File: src/rtl/dispense_status_tx.sv
// Dispense status transmitter: counts debounced IR drops per servo channel
// and reports each completed job as a 4-byte UART 8N1 frame.
module dispense_status_tx #(
  parameter int CLK_FREQ = 50_000_000,
  parameter int BAUD     = 115200,
  parameter int DEBOUNCE = 1000
) (
  input  logic       clk,
  input  logic       rst,
  input  logic [4:0] busy_servo,
  input  logic [4:0] input_ir,
  output logic       tx,
  output logic       tx_busy,
  output logic       frame_done,
  output logic       lost_event
);

  localparam int BAUD_DIV = CLK_FREQ / BAUD;
  localparam int BW = (BAUD_DIV > 1) ? $clog2(BAUD_DIV) : 1;
  localparam int DW = $clog2(DEBOUNCE + 1);
  localparam logic [BW-1:0] BAUD_LAST = BW'(BAUD_DIV - 1);
  localparam logic [BW-1:0] BAUD_ONE  = BW'(1);
  localparam logic [DW-1:0] DEB_LAST  = DW'(DEBOUNCE - 1);
  localparam logic [DW-1:0] DEB_ONE   = DW'(1);

  typedef enum logic [2:0] {
    S_IDLE  = 3'd0,
    S_LOAD  = 3'd1,
    S_START = 3'd2,
    S_DATA  = 3'd3,
    S_STOP  = 3'd4
  } state_t;

  function automatic logic [7:0] frame_check(input logic [7:0] b0, input logic [7:0] b1,
                                             input logic [7:0] b2);
    return b0 ^ b1 ^ b2;
  endfunction

  logic [4:0]          ir_meta_q, ir_sync_q;
  logic [4:0]          deb_q, deb_d;
  logic [4:0][DW-1:0]  deb_cnt_q, deb_cnt_d;
  logic [4:0]          busy_prev_q;
  logic [4:0][3:0]     drop_cnt_q, drop_cnt_d;
  logic [4:0][3:0]     snap_q, snap_d;
  logic [4:0]          pending_q, pending_d;
  state_t              state_q, state_d;
  logic [BW-1:0]       baud_cnt_q, baud_cnt_d;
  logic [2:0]          bit_idx_q, bit_idx_d;
  logic [1:0]          byte_idx_q, byte_idx_d;
  logic [3:0][7:0]     frame_q, frame_d;
  logic                tx_q, tx_d;
  logic                tx_busy_q, tx_busy_d;
  logic                frame_done_q, frame_done_d;
  logic                lost_event_q, lost_event_d;

  logic [4:0]          drop_s, rise_s, fall_s, clr_s;
  logic                load_s;
  logic [2:0]          sel_s;

  // Debounce, busy edge detection and per-channel drop counting
  always_comb begin
    deb_d      = deb_q;
    deb_cnt_d  = deb_cnt_q;
    drop_cnt_d = drop_cnt_q;
    drop_s     = 5'b00000;
    rise_s     = busy_servo & ~busy_prev_q;
    fall_s     = ~busy_servo & busy_prev_q;
    for (int i = 0; i < 5; i++) begin
      if (ir_sync_q[i] != deb_q[i]) begin
        if (deb_cnt_q[i] == DEB_LAST) begin
          deb_d[i]     = ir_sync_q[i];
          deb_cnt_d[i] = '0;
        end else begin
          deb_cnt_d[i] = deb_cnt_q[i] + DEB_ONE;
        end
      end else begin
        deb_cnt_d[i] = '0;
      end
      drop_s[i] = deb_q[i] & ~deb_d[i];
      // The completion cycle still counts, so a drop edge there reaches the snapshot
      if (rise_s[i]) begin
        drop_cnt_d[i] = 4'd0;
      end else if (drop_s[i] && (busy_servo[i] || busy_prev_q[i]) && (drop_cnt_q[i] != 4'd15)) begin
        drop_cnt_d[i] = drop_cnt_q[i] + 4'd1;
      end else begin
        drop_cnt_d[i] = drop_cnt_q[i];
      end
    end
  end

  // Completion capture into pending/snapshot, racing against LOAD clearing
  always_comb begin
    clr_s        = load_s ? (5'b00001 << sel_s) : 5'b00000;
    pending_d    = pending_q & ~clr_s;
    snap_d       = snap_q;
    lost_event_d = 1'b0;
    for (int i = 0; i < 5; i++) begin
      if (fall_s[i]) begin
        snap_d[i]    = drop_cnt_d[i];
        pending_d[i] = 1'b1;
        if (pending_q[i] && !clr_s[i]) begin
          lost_event_d = 1'b1;
        end else begin
          lost_event_d = lost_event_d;
        end
      end else begin
        snap_d[i] = snap_q[i];
      end
    end
  end

  // Transmit FSM: next state, bit timing and registered serial level
  always_comb begin
    state_d      = state_q;
    baud_cnt_d   = baud_cnt_q;
    bit_idx_d    = bit_idx_q;
    byte_idx_d   = byte_idx_q;
    frame_d      = frame_q;
    tx_d         = tx_q;
    frame_done_d = 1'b0;
    load_s       = 1'b0;
    sel_s        = 3'd0;
    for (int i = 4; i >= 0; i--) begin
      if (pending_q[i]) begin
        sel_s = 3'(i);
      end else begin
        sel_s = sel_s;
      end
    end
    case (state_q)
      S_IDLE: begin
        tx_d = 1'b1;
        if (|pending_q) begin
          state_d = S_LOAD;
        end else begin
          state_d = S_IDLE;
        end
      end
      S_LOAD: begin
        load_s     = 1'b1;
        frame_d[0] = 8'hA5;
        frame_d[1] = {5'b00000, sel_s};
        frame_d[2] = {4'h0, snap_q[sel_s]};
        frame_d[3] = frame_check(8'hA5, {5'b00000, sel_s}, {4'h0, snap_q[sel_s]});
        byte_idx_d = 2'd0;
        bit_idx_d  = 3'd0;
        baud_cnt_d = '0;
        tx_d       = 1'b0;
        state_d    = S_START;
      end
      S_START: begin
        if (baud_cnt_q == BAUD_LAST) begin
          baud_cnt_d = '0;
          bit_idx_d  = 3'd0;
          tx_d       = frame_q[byte_idx_q][0];
          state_d    = S_DATA;
        end else begin
          baud_cnt_d = baud_cnt_q + BAUD_ONE;
        end
      end
      S_DATA: begin
        if (baud_cnt_q == BAUD_LAST) begin
          baud_cnt_d = '0;
          if (bit_idx_q == 3'd7) begin
            tx_d    = 1'b1;
            state_d = S_STOP;
          end else begin
            bit_idx_d = bit_idx_q + 3'd1;
            tx_d      = frame_q[byte_idx_q][bit_idx_q + 3'd1];
          end
        end else begin
          baud_cnt_d = baud_cnt_q + BAUD_ONE;
        end
      end
      S_STOP: begin
        if (baud_cnt_q == BAUD_LAST) begin
          baud_cnt_d = '0;
          if (byte_idx_q != 2'd3) begin
            byte_idx_d = byte_idx_q + 2'd1;
            tx_d       = 1'b0;
            state_d    = S_START;
          end else begin
            tx_d         = 1'b1;
            frame_done_d = 1'b1;
            state_d      = S_IDLE;
          end
        end else begin
          baud_cnt_d = baud_cnt_q + BAUD_ONE;
        end
      end
      default: begin
        tx_d    = 1'b1;
        state_d = S_IDLE;
      end
    endcase
    tx_busy_d = (state_d != S_IDLE);
  end

  // State and datapath registers with synchronous reset
  always_ff @(posedge clk) begin
    if (rst) begin
      ir_meta_q    <= 5'b11111;
      ir_sync_q    <= 5'b11111;
      deb_q        <= 5'b11111;
      deb_cnt_q    <= '0;
      busy_prev_q  <= 5'b00000;
      drop_cnt_q   <= '0;
      snap_q       <= '0;
      pending_q    <= 5'b00000;
      state_q      <= S_IDLE;
      baud_cnt_q   <= '0;
      bit_idx_q    <= 3'd0;
      byte_idx_q   <= 2'd0;
      frame_q      <= '0;
      tx_q         <= 1'b1;
      tx_busy_q    <= 1'b0;
      frame_done_q <= 1'b0;
      lost_event_q <= 1'b0;
    end else begin
      ir_meta_q    <= input_ir;
      ir_sync_q    <= ir_meta_q;
      deb_q        <= deb_d;
      deb_cnt_q    <= deb_cnt_d;
      busy_prev_q  <= busy_servo;
      drop_cnt_q   <= drop_cnt_d;
      snap_q       <= snap_d;
      pending_q    <= pending_d;
      state_q      <= state_d;
      baud_cnt_q   <= baud_cnt_d;
      bit_idx_q    <= bit_idx_d;
      byte_idx_q   <= byte_idx_d;
      frame_q      <= frame_d;
      tx_q         <= tx_d;
      tx_busy_q    <= tx_busy_d;
      frame_done_q <= frame_done_d;
      lost_event_q <= lost_event_d;
    end
  end

  assign tx         = tx_q;
  assign tx_busy    = tx_busy_q;
  assign frame_done = frame_done_q;
  assign lost_event = lost_event_q;

endmodule

File: config.mk
export PLATFORM = sky130hd
export DESIGN_NAME = dispense_status_tx
export DESIGN_NICKNAME = d
export VERILOG_FILES = /design/src/rtl/dispense_status_tx.sv
export SDC_FILE = /design/constraint.sdc
export NUM_CORES = 1
export LEC_CHECK = 0
export CAP_MARGIN = 20
export CORE_ASPECT_RATIO = 0.75
export CORE_MARGIN = 2
export CORE_UTILIZATION = 50
export CTS_BUF_LIST = sky130_fd_sc_hd__clkbuf_2 sky130_fd_sc_hd__clkbuf_4 sky130_fd_sc_hd__clkbuf_8
export DETAILED_ROUTE_END_ITERATION = 6
export PLACE_DENSITY = 0.67
export SYNTH_ARGS = -nofsm -noshare
export SYNTH_HDL_FRONTEND = slang
export SYNTH_SLANG_ARGS = --single-unit
File: constraint.sdc
create_clock -name clk -period 2.5 [get_ports clk]
set_input_delay 0.625 -clock clk [delete_from_list [all_inputs] [get_ports clk]]
set_output_delay 0.625 -clock clk [all_outputs]
set_load 0.01 [all_outputs]
### Word-level counts from Yosys, hierarchy flattened

Index checks and enable logic that the tools add are counted.

| storage, ports and cells | value |
|---|---|
| register bits | 152 |
| memories | 0 |
| ROM bits | 0 |
| RAM bits | 0 |
| bits in latches | 0 |
| word-level logic and storage cells | 212 |
| output and inout bits | 4 |

| operators by class | value |
|---|---|
| div/mod/pow operators | 0 |
| equality and inequality tests | 27 |
| shift operators | 1 |
| add/sub/neg operators | 13 |
| mux-type cells | 70 |
| multipliers | 0 |
| reduce and logical (&&, ||, !) cells | 41 |
| order comparisons | 3 |
| bitwise gates (word level) | 25 |

Operators by type and width:

| cell | number |
|---|---|
| $add A10 B1 Y10 const B | 5 |
| $eq A10 B10 Y1 const B | 5 |
| $mux W4 | 11 |
| $mux W3 | 12 |
| $mux W1 | 33 |
| $reduce_or A3 Y1 | 7 |
| $add A4 B1 Y4 const B | 5 |
| $ne A4 B4 Y1 const B | 5 |
| $pmux W9 S2 | 1 |
| $bmux W8 S2 | 1 |
| $and A5 B5 Y5 | 3 |
| $logic_and A1 B1 Y1 | 15 |
| $not A5 Y5 | 3 |
| $pmux W3 S5 | 1 |
| $bmux W4 S3 | 1 |
| $ne A2 B2 Y1 const B | 6 |
| $not A1 Y1 | 12 |
| $add A9 B1 Y9 const B | 1 |
| $eq A9 B9 Y1 const B | 1 |
| $mux W9 | 1 |
| $pmux W3 S3 | 1 |
| $lt A3 B4 Y1 const B | 2 |
| $mux W8 | 1 |
| $xor A8 B4 Y8 | 1 |
| 23 further kinds | 46 |

### Longest topological paths before layout

Gate-level depths: netlist of the first run.

| depth | value |
|---|---|
| word-level depth | 19 |
| gate-level depth with buffers | 7 |
| gate-level depth less buffers | 7 |

### Worst setup path after synthesis of the first run

OpenSTA, ideal clock, no wires.

| timing | value |
|---|---|
| kind | reg-to-reg |
| from | register deb_cnt_q[40] (netlist name) |
| to | register snap_q[17] (netlist name) |
| period minus slack after synthesis | 1.866 ns |
| setup slack | 0.634 ns |
| arrival | 1.722 ns |
| library setup time | 0.144 ns |
| required time | 2.356 ns |
| stages on the path, launching flop included | 8 |
| cells stage by stage | dfxtp_1 > ha_1 > nand4bb_1 > or4_4 > buf_6 > nor3b_4 > mux2i_1 > a211oi_1 |

| on the way | value |
|---|---|
| cells in the longest elaborated chain, start to end | 9 |

Ends and longest elaborated chain:

| element | line | source |
|---|---|---|
| start, declared | 41 | `logic [4:0][DW-1:0] deb_cnt_q, deb_cnt_d;` |
| start signal, assigned | 223 | `deb_cnt_q <= deb_cnt_d;` |
| $eq A10 B10 Y1 | 70 | `if (deb_cnt_q[i] == DEB_LAST) begin` |
| $mux W1 | 70 |  |
| $mux W1 | 69 | `if (ir_sync_q[i] != deb_q[i]) begin` |
| $not A1 Y1 | 79 | `drop_s[i] = deb_q[i] & ~deb_d[i];` |
| $and A1 B1 Y1 | 79 |  |
| $logic_and A1 B1 Y1 (2 in a row) | 83 | `end else if (drop_s[i] && (busy_servo[i] \|\| busy_prev_q[i]) && (drop_cnt_q[i] != 4'd15)) begin` |
| $mux W4 | 83 |  |
| $mux W4 | 81 | `if (rise_s[i]) begin` |
| end signal, assigned | 226 | `snap_q <= snap_d;` |
| end, declared | 44 | `logic [4:0][3:0] snap_q, snap_d;` |

Every way passes these cells.
A chain may end at the register's enable or synchronous reset.

### Worst setup path after layout of the first run

| timing | value |
|---|---|
| from | register baud_cnt_q[0] |
| to | register byte_idx_q[0] |

| on the way | value |
|---|---|
| cells in the longest elaborated chain, start to end | 3 |

Ends and longest elaborated chain:

| element | line | source |
|---|---|---|
| start, declared | 47 | `logic [BW-1:0] baud_cnt_q, baud_cnt_d;` |
| start signal, assigned | 229 | `baud_cnt_q <= baud_cnt_d;` |
| $eq A9 B9 Y1 | 176 | `if (baud_cnt_q == BAUD_LAST) begin` |
| $ne A2 B2 Y1 (no line) | - |  |
| $reduce_and A3 Y1 (no line) | - |  |
| end signal, assigned | 231 | `byte_idx_q <= byte_idx_d;` |
| end, declared | 49 | `logic [1:0] byte_idx_q, byte_idx_d;` |

Every way passes these cells.

==> run_results.csv, run 1 <==
group,metric,value,unit
outcome,status,"completed",
floorplan,ios,16,
global_route,grt_start_max_net_pins,53,
worst_setup_path,path_class,"reg2reg",
global_route,grt_antenna_before_repair,0,
synthesis,synth_seq_area_share,45.2,%
timing,tightest_slew,0.679,ns
synthesis,synth_area_leaders,"dfxtp_1 (45%), nor2_1 (7.6%), xnor2_1 (3.9%)",
timing,slew_violations,0,
worst_setup_path,crit_arrival,2.49,ns
synthesis,synth_area_leader_cell,"dfxtp_1",
drt,drt-initial-drc-count,321,
timing,finalSetupViolations,0,
layout,drive_gt1_share,9.11,%
synthesis,synthAdderAreaFrac,2.88,%
clocking,clk_pin_slew,0.07,ns
drt,drc,0,
timing,fmax,477,MHz
layout,seqCellArea,2940,um2
drt,vias,5157,
hold_path,hold_start,"ir_meta_q[3]$_SDFF_PP1_",
clocking,cts_tree,"yes",
synthesis,synthMuxAreaShare,3.17,%
clocking,cts_hold_buffers,0,
synthesis,synthFlopType,"dfxtp_1",
clocking,numCtsBuffers,17,
global_route,grtUsageMet2,30.7,%
global_route,grt_remaining_overflow,0,
power,peakVddDrop,0.348,mV
layout,nFillCells,1144,
synthesis,ys_warn_count,0,
worst_setup_path,r2r-end,"byte_idx_q[0]$_SDFFE_PP0P_",
timing,hold_violations,0,
drt,wl_per_cell,13.3,um
layout,multi_input_area,3370,um2
drt,detail-route-antenna-nets,0,
layout,n_antenna_cell,0,
timing,skew,0.0111,ns
worst_setup_path,crit_path_cell_trace,"ha_1 -> nand4b_1 -> or2_2 -> nor3_1 -> mux2_2 -> nor2_1",
global_route,top_usage_layer,"met2",
worst_setup_path,critical-path-max-stage-delay,0.46,ns
global_route,use_met3,6.93,%
global_route,grt.met1_usage,25.3,%
synthesis,syn_area,6510,um2
placed_design,numPortBuffers,15,
floorplan,die_area,14000,um2
clocking,htreeDepth,4,
floorplan,rows,36,
clocking,cts_setup_buffers,0,
worst_setup_path,regToRegStartpoint,"baud_cnt_q[0]$_SDFFE_PP0P_",
layout,fin_nets,784,
placed_design,gp_congestion,0.820,
synthesis,async_flop_share,0,%
clocking,ctsResizeCount,0,
synthesis,yosys.area_share.simple,26.5,%
timing,fin_crit,2.10,ns
synthesis,synth-edff-count,0,
placed_design,dp_slack,0.193,ns
floorplan,die_w,136,um
floorplan,core_area,12800,um2
worst_setup_path,crit_fanout,7,
drt,vias_per_cell,5.49,
synthesis,synth-compound-area-share,11.7,%
timing,tns,0,ns
worst_setup_path,ff2ff_setup_slack,0.40,ns
synthesis,synth_top_family_by_area,"simple AND/OR/NAND/NOR gates",
clocking,cts_num_sinks,147,
synthesis,postSynthAreaPerCell,8.82,um2
hold_path,hold_depth,1,
clocking,clk_latency,0.46,ns
placed_design,dpl.hpwl,8.78,mm
run,max_cap_viol_count,0,
drt,drt-pass1-iter-count,5,
power,p_leak,0.00256,uW
worst_setup_path,reg2reg_depth,6,
synthesis,synth-seq-cells,147,
synthesis,synth_nets,765,
hold_path,min_to,"ir_sync_q[3]$_SDFF_PP1_",
timing,post-route-period-util,83.9,%
worst_setup_path,crit_slowest_cell,"dfxtp_1",
timing,layout_setup_ws,0.404,ns
clocking,cts-root-buf,"clkbuf_8",
worst_setup_path,start_kind,"flop",
floorplan,die_h,103,um
drt,wirelength,12.5,mm
worst_setup_path,required,2.89,ns
clocking,clk_path_buf_depth,2,
floorplan,initial_core_util,50.7,%
timing,rsz0062_at_grt,"no",
hold_path,hold_path.class,"reg2reg",
global_route,first_global_vias,4809,
global_route,grt_pass1_wl,21.6,mm
power,power_density,647,nW/um2
layout,syn2layout_area_growth,11.6,%
synthesis,synthXorXnorAreaFrac,7.54,%
worst_setup_path,cp-end-kind,"flop",
synthesis,ys_types,61,
synthesis,synthCells,738,
synthesis,synth_top_area_share,45.2,%
timing,maxSlewHeadroom,54.8,%
global_route,grtUsageTotal,19.6,%
[cell families (layout without fill, tap and decap cells)]
kind of cell | after synthesis | in the layout
XOR/XNOR | 56 | 56
flip-flops | 147 | 147
adder cells (fa/ha/maj) | 15 | 15
AND/OR/NAND/NOR | 339 | 339
buffers and inverters | 50 | 80
multiplexers | 19 | 19
AO/OA/AOI/OAI | 112 | 112
[cell usage after synthesis (all sizes together), types with 16 or more instances]
library cell,number
xor2,27
a21oi,27
nand3,41
nor2b,18
dfxtp,147
o21ai,17
nor3,22
and3,16
nand2,37
xnor2,29
a211oi,18
nor2,131
clkbuf,23
inv,21
[report_power, final]
| part | internal (uW) | switching [uW] |
|---|---|---|
| combinational | 155 | 211 |
| clock | 1040 | 831 |
| sequential | 2410 | 59.0 |
[through the flow]
stage	instance area, um2	total power, uW	instances	hold slack [ns]	util (%)
after floorplan	6510	2760	738	0.389	-
after global placement	6870	2870	909	0.393	53.5
after detailed placement	6870	2880	909	0.396	53.5
after CTS	7260	4750	939	0.417	56.6
after global routing	7260	4910	939	0.436	56.6
final	7260	4700	939	0.411	56.6
[final cells by class]
type	count	share of cell area [%]
Inverter	21	1.09
Timing Repair Buffer	29	3.62
Clock inverter	4	0.999
Tap cell	171	2.95
Clock buffer	26	4.50
Multi-Input combinational cell	541	46.3
Sequential cell	147	40.5
[sequential cells by signal (all words and copies together) (netlist names), 2 cells and up]
name and count:
busy_prev_q 5, baud_cnt_q 9, deb_q 5, bit_idx_q 3, frame_q 11, drop_cnt_q 20, snap_q 20, ir_meta_q 5
deb_cnt_q 50, state_q 3, ir_sync_q 5, byte_idx_q 2, pending_q 5
[placed cells by master, fill, tap and decap left out, drive strengths merged, types with 10 or more instances in the layout]
| master | n |
|---|---|
| a21oi | 27 |
| and3 | 16 |
| or3 | 10 |
| mux2i | 15 |
| nor2 | 131 |
| nand3 | 41 |
| nand2 | 37 |
| a211oi | 18 |
| inv | 21 |
| ha | 15 |
| nor2b | 18 |
| nor3 | 22 |
| nand2b | 14 |
| buf | 15 |
| xor2 | 27 |
| o21ai | 17 |
| clkbuf | 26 |
| clkdlybuf4s50 | 14 |
| or2 | 13 |
| xnor2 | 29 |
| dfxtp | 147 |
[critical path, delay by kind of cell, from the launching register on]
| family | cells | cell delay (ns) |
|---|---|---|
| mux | 1 | 0.39 |
| fa+ha+maj | 1 | 0.18 |
| simple gates | 4 | 1.01 |
| flops | 1 | 0.46 |
[per-layer routing]
| metal | part of all wire (%) | routed length, um |
|---|---|---|
| met4 | 1.2 | 149 |
| met2 | 44 | 5570 |
| met5 | 0 | 0 |
| met1 | 50 | 6280 |
| met3 | 4.3 | 534 |
[how the worst max path moves through the flow]
stage                                             to  slack, ns  cells past startpoint                  startpoint
after CTS                 byte_idx_q[0]$_SDFFE_PP0P_       0.40                      6  baud_cnt_q[0]$_SDFFE_PP0P_
after floorplan              snap_q[17]$_SDFFE_PP0P_       0.63                      7    deb_cnt_q[40]$_SDFF_PP0_
after global routing      baud_cnt_q[8]$_SDFFE_PP0P_       0.17                      5       state_q[2]$_SDFF_PP0_
final                     byte_idx_q[0]$_SDFFE_PP0P_       0.40                      6  baud_cnt_q[0]$_SDFFE_PP0P_
after detailed placement     snap_q[15]$_SDFFE_PP0P_       0.19                      6               busy_servo[3]
after global placement       snap_q[15]$_SDFFE_PP0P_       0.24                      6               busy_servo[3]
No activity file was read; power rests on OpenSTA's default activity.
==> run 2, diff against run 1 <==
--- a/config.mk
+++ b/config.mk
@@ -11,7 +11,7 @@
 export CORE_UTILIZATION = 50
 export CTS_BUF_LIST = sky130_fd_sc_hd__clkbuf_2 sky130_fd_sc_hd__clkbuf_4 sky130_fd_sc_hd__clkbuf_8
 export DETAILED_ROUTE_END_ITERATION = 6
-export PLACE_DENSITY = 0.67
+export PLACE_DENSITY = 0.69
 export SYNTH_ARGS = -nofsm -noshare
 export SYNTH_HDL_FRONTEND = slang
 export SYNTH_SLANG_ARGS = --single-unit
==> constraint.sdc (replaced) <==
create_clock -name clk -period 1.9 [get_ports clk]
set_input_delay 0.475 -clock clk [delete_from_list [all_inputs] [get_ports clk]]
set_output_delay 0.475 -clock clk [all_outputs]
set_load 0.01 [all_outputs]
==> run_results.csv, run 2 (same netlist as run 1, synthesis figures left out) <==
group,metric,value,unit
outcome,status,"completed",
floorplan,rows,36,
clocking,clk_latency,0.46,ns
clocking,ctsResizeCount,0,
global_route,grt_antenna_before_repair,0,
timing,slew_violations,0,
power,peakVddDrop,0.534,mV
worst_setup_path,path_class,"reg2reg",
power,p_leak,0.00275,uW
worst_setup_path,crit_arrival,2.20,ns
drt,drc,0,
worst_setup_path,start_kind,"flop",
worst_setup_path,required,2.24,ns
floorplan,die_w,136,um
drt,wl_per_cell,12.9,um
timing,skew,0.00906,ns
placed_design,gp_congestion,0.849,
layout,syn2layout_area_growth,16.4,%
timing,maxSlewHeadroom,66.0,%
timing,hold_violations,0,
floorplan,core_area,12800,um2
clocking,cts_setup_buffers,0,
timing,post-route-period-util,97.9,%
layout,layout.cells.non_filler,979,
power,power,6200,uW
worst_setup_path,crit_fanout,4,
hold_path,hold_path.class,"reg2reg",
timing,tns,0,ns
placed_design,dpl.hpwl,9.04,mm
worst_setup_path,crit_path_cell_trace,"ha_4 -> nand4bb_1 -> or4_4 -> nor3b_4 -> mux2i_2 -> a211oi_1",
worst_setup_path,critical-path-max-stage-delay,0.48,ns
layout,layout_common_cells,"dfxtp_1 (145), nor2_1 (131), buf_4 (52)",
worst_setup_path,crit_slowest_cell,"or4_4",
drt,wirelength,12.6,mm
placed_design,dp_slack,-0.181,ns
layout,largest_register_ffs,50,
floorplan,die_area,14000,um2
clocking,cts_tree,"yes",
clocking,htreeDepth,4,
clocking,numCtsBuffers,17,
layout,reg_top3,"deb_cnt_q (50), drop_cnt_q (20), snap_q (20)",
drt,drt-initial-drc-count,302,
clocking,cts_hold_buffers,0,
layout,layout_commonest_cell,"dfxtp_1",
global_route,first_global_vias,4809,
clocking,clk_pin_slew,0.07,ns
layout,fin_nets,822,
layout,drive_gt1_share,14.6,%
layout,nFillCells,1119,
drt,drt-pass1-iter-count,4,
placed_design,dp.cells,947,
global_route,grt_pass1_wl,21.4,mm
clocking,cts_num_sinks,147,
global_route,grtUsageTotal,19.2,%
timing,finalSetupViolations,0,
drt,vias_per_cell,5.33,
global_route,grt_start_max_net_pins,26,
global_route,grt_remaining_overflow,0,
floorplan,initial_core_util,50.7,%
placed_design,numPortBuffers,15,
worst_setup_path,crit_buf_inv,0,
floorplan,ios,16,
clocking,clk_path_buf_depth,2,
floorplan,die_h,103,um
worst_setup_path,crit_family,"simple AND/OR/NAND/NOR gates",
run,max_cap_viol_count,0,
clocking,cts-root-buf,"clkbuf_8",
power,power_density,818,nW/um2
timing,rsz0062_at_grt,"yes",
timing,fmax,538,MHz
drt,vias,5218,
timing,layout_setup_ws,0.0405,ns
layout,max_flop_register,"deb_cnt_q",
timing,tightest_slew,0.509,ns
worst_setup_path,cp-end-kind,"flop",
layout,n_antenna_cell,0,
timing,fin_crit,1.86,ns
drt,detail-route-antenna-nets,0,
-- run 2: worst paths after layout --
kind / startpoint / to / slack, ns / cells past startpoint
hold reg to reg: ir_meta_q[2]$_SDFF_PP1_ / ir_sync_q[2]$_SDFF_PP1_ / 0.41 / 1
hold / removal: ir_meta_q[2]$_SDFF_PP1_ / ir_sync_q[2]$_SDFF_PP1_ / 0.41 / 1
setup / recovery: deb_cnt_q[40]$_SDFF_PP0_ / snap_q[17]$_SDFFE_PP0P_ / 0.04 / 6
setup reg to reg: deb_cnt_q[40]$_SDFF_PP0_ / snap_q[17]$_SDFFE_PP0P_ / 0.04 / 6
-- run 2: final cells by class --
| type | instances | area, um2 | share of cell area (%) |
|---|---|---|---|
| Clock buffer | 22 | 290 | 3.83 |
| Clock inverter | 10 | 106 | 1.40 |
| Inverter | 21 | 78.8 | 1.04 |
| Multi-Input combinational cell | 541 | 3410 | 45.0 |
| Sequential cell | 147 | 2950 | 38.9 |
| Tap cell | 171 | 214 | 2.82 |
| Timing Repair Buffer | 67 | 536 | 7.07 |
-- run 2: worst reg2reg max path: cells and delay by family (launching register included) --
| family | cells | cell delay, ns |
|---|---|---|
| and+or+nand+nor | 3 | 0.87 |
| muxes | 1 | 0.29 |
| DFF | 1 | 0.36 |
| AOI/OAI and AO/OA | 1 | 0.10 |
| adders and majority gates | 1 | 0.13 |
-- run 2: where the power goes --
part           leakage [uW]  total, uW  switching, uW  internal [uW]
clock network      0.000209       2430           1140           1290
registers           0.00119       3230           64.6           3170
logic               0.00135        539            300            239
-- run 2: metal layers --
metal,global-route usage [%],wire [um]
met5,0,0
met4,8.17,175
met3,5.06,386
met2,29.1,5600
met1,26.1,6470
-- run 2: through the flow --
step | hold slack [ns] | utilization (%) | area, um2
after floorplan | 0.389 | - | 6510
after global placement | 0.398 | 55.6 | 7140
after detailed placement | 0.394 | 55.6 | 7140
after CTS | 0.412 | 58.7 | 7530
after global routing | 0.425 | 59.0 | 7580
final | 0.410 | 59.0 | 7580
==> run 3, diff against run 2 <==
--- a/config.mk
+++ b/config.mk
@@ -9,7 +9,7 @@
 export CORE_ASPECT_RATIO = 0.75
 export CORE_MARGIN = 2
 export CORE_UTILIZATION = 50
-export CTS_BUF_LIST = sky130_fd_sc_hd__clkbuf_2 sky130_fd_sc_hd__clkbuf_4 sky130_fd_sc_hd__clkbuf_8
+export CTS_BUF_LIST = sky130_fd_sc_hd__clkbuf_8
 export DETAILED_ROUTE_END_ITERATION = 6
 export PLACE_DENSITY = 0.69
 export SYNTH_ARGS = -nofsm -noshare
==> constraint.sdc (replaced) <==
create_clock -name clk -period 1.7 [get_ports clk]
set_input_delay 0.425 -clock clk [delete_from_list [all_inputs] [get_ports clk]]
set_output_delay 0.425 -clock clk [all_outputs]
set_load 0.01 [all_outputs]
==> run_results.csv, run 3 (same netlist as run 1, synthesis figures left out) <==
group,metric,value,unit
hold_path,min_to,"busy_prev_q[2]$_SDFF_PP0_",
outcome,status,"complete, but fails checks",
timing,slew_violations,0,
global_route,grt_antenna_before_repair,0,
drt,drt-met1-wl,6.72,mm
timing,fmax,547,MHz
floorplan,initial_core_util,50.7,%
floorplan,die_h,103,um
drt,drt-pass1-iter-count,5,
worst_setup_path,path_class,"reg2reg",
worst_setup_path,ff2ff_setup_slack,-0.13,ns
power,peakVddDrop,0.864,mV
drt,vias,5506,
worst_setup_path,regToRegStartpoint,"deb_cnt_q[41]$_SDFF_PP0_",
timing,maxSlewHeadroom,64.6,%
timing,post-route-period-util,108,%
layout,layout.cells.non_filler,1017,
clocking,clk_latency,0.45,ns
worst_setup_path,critical-path-max-stage-delay,0.48,ns
timing,hold_violations,0,
hold_path,hold_start,"rst",
worst_setup_path,r2r-end,"snap_q[16]$_SDFFE_PP0P_",
worst_setup_path,reg2reg_depth,7,
placed_design,placed_cell_area,7420,um2
drt,highest_layer,"met4",
worst_setup_path,crit_family,"simple AND/OR/NAND/NOR gates",
layout,largest_register_ffs,50,
layout,n_antenna_cell,0,
worst_setup_path,crit_fanout,4,
clocking,cts_num_sinks,147,
power,power_density,878,nW/um2
global_route,first_global_vias,5057,
placed_design,gp_congestion,0.880,
worst_setup_path,crit_slowest_cell,"or4_4",
timing,fin_crit,1.83,ns
layout,final_core_util,64.5,%
drt,drt-initial-drc-count,242,
global_route,grt_pass1_wl,22.9,mm
global_route,grt_remaining_overflow,0,
global_route,grtUsageTotal,20.4,%
drt,wl_per_cell,13.9,um
drt,vias_per_cell,5.41,
worst_setup_path,required,2.03,ns
clocking,cts-root-buf,"clkbuf_8",
timing,skew,0.00868,ns
outcome,violations,"setup timing",
clocking,htreeDepth,4,
hold_path,hold_depth,2,
layout,reg_top3,"deb_cnt_q (50), drop_cnt_q (20), snap_q (20)",
timing,tightest_slew,0.528,ns
floorplan,rows,36,
worst_setup_path,crit_arrival,2.16,ns
run,max_cap_viol_count,0,
power,p_leak,0.00305,uW
clocking,numCtsBuffers,17,
floorplan,ios,16,
clocking,clk_pin_slew,0.08,ns
placed_design,dp.cells,976,
worst_setup_path,start_kind,"flop",
drt,met2_length,6.79,mm
timing,rsz0062_at_grt,"yes",
layout,max_flop_register,"deb_cnt_q",
floorplan,die_w,136,um
placed_design,dpl.hpwl,9.48,mm
layout,layout_common_cells,"dfxtp_1 (129), nor2_1 (128), buf_4 (87)",
layout,layout_commonest_cell,"dfxtp_1",
floorplan,die_area,14000,um2
layout,fin_nets,860,
timing,finalSetupViolations,8,
layout,drive_gt1_share,25.8,%
drt,drc,0,
global_route,grt_start_max_net_pins,26,
clocking,cts_tree,"yes",
worst_setup_path,crit_buf_inv,1,
worst_setup_path,cp-end-kind,"flop",
floorplan,core_area,12800,um2
worst_setup_path,crit_path_cell_trace,"ha_4 -> nand4bb_1 -> or4_4 -> nor3b_4 -> buf_4 -> xnor2_2 -> a211oi_2",
clocking,clk_path_buf_depth,2,
drt,dr_wl_met3,453,um
hold_path,hold_path.class,"in2reg",
drt,detail-route-antenna-nets,0,
timing,layout_setup_ws,-0.130,ns
layout,syn2layout_area_growth,27.2,%
placed_design,numPortBuffers,15,
drt,wirelength,14.2,mm
layout,design_area,8280,um2
[run 3: cell types whose count changed in the layout (fill, tap and decap cells not counted), sizes merged]
cell and change:
clkinv -2, clkbuf -4, buf +38, clkinvlp +1
bufinv +2, inv +3, dlygate4sd2 +4, clkdlybuf4s50 -4
[run 3: stage by stage]
stage | setup TNS, ns | setup WS [ns] | hold WS [ns] | total power, uW
6_report | -0.595 | -0.130 | 0.382 | 7270
3_3_place_gp | -5.72 | -0.349 | 0.393 | 4310
5_1_grt | -2.06 | -0.204 | 0.381 | 7560
3_5_place_dp | -7.30 | -0.386 | 0.395 | 4330
4_1_cts | -0.443 | -0.0965 | 0.367 | 7260
2_1_floorplan | -0.130 | -0.0701 | 0.389 | 4060
[run 3: worst max-delay path by stage]
stage	startpoint	to	cells past startpoint
after floorplan	deb_cnt_q[41]$_SDFF_PP0_	snap_q[17]$_SDFFE_PP0P_	7
after global placement	busy_servo[3]	snap_q[15]$_SDFFE_PP0P_	6
after detailed placement	busy_servo[3]	snap_q[15]$_SDFFE_PP0P_	6
after CTS	deb_cnt_q[41]$_SDFF_PP0_	snap_q[16]$_SDFFE_PP0P_	7
after global routing	deb_cnt_q[41]$_SDFF_PP0_	snap_q[16]$_SDFFE_PP0P_	7
final	deb_cnt_q[41]$_SDFF_PP0_	snap_q[16]$_SDFFE_PP0P_	7
[run 3: area by class of cell]
type | count | area (um2)
multi-input combinational | 541 | 3750
clock inverter | 14 | 188
sequential | 147 | 2970
clock buffer | 18 | 248
fill | 1059 | 4560
inverter | 21 | 78.8
timing repair buffer | 105 | 836
tap | 171 | 214
[run 3: metal layers]
| layer | GRT usage (%) | vias to the layer above |
|---|---|---|
| met2 | 33.7 | 73 |
| met4 | 6.25 | 0 |
| met3 | 5.21 | 18 |
| li1 | - | 2762 |
| met5 | 0 | - |
| met1 | 26.7 | 2653 |
[run 3: power breakdown]
| group | switching (uW) | internal [uW] | leakage [uW] |
|---|---|---|---|
| clock | 1330 | 1630 | 0.000222 |
| sequential | 72.4 | 3540 | 0.00120 |
| combinational | 378 | 319 | 0.00163 |
| total | 1780 | 5490 | 0.00305 |
[run 3: timing repair]
item	CTS	global route
setup endpoints to repair	33	67
hold buffers	0	0
pin swaps	11	27
gates resized for setup	22	66
setup buffers	4	5
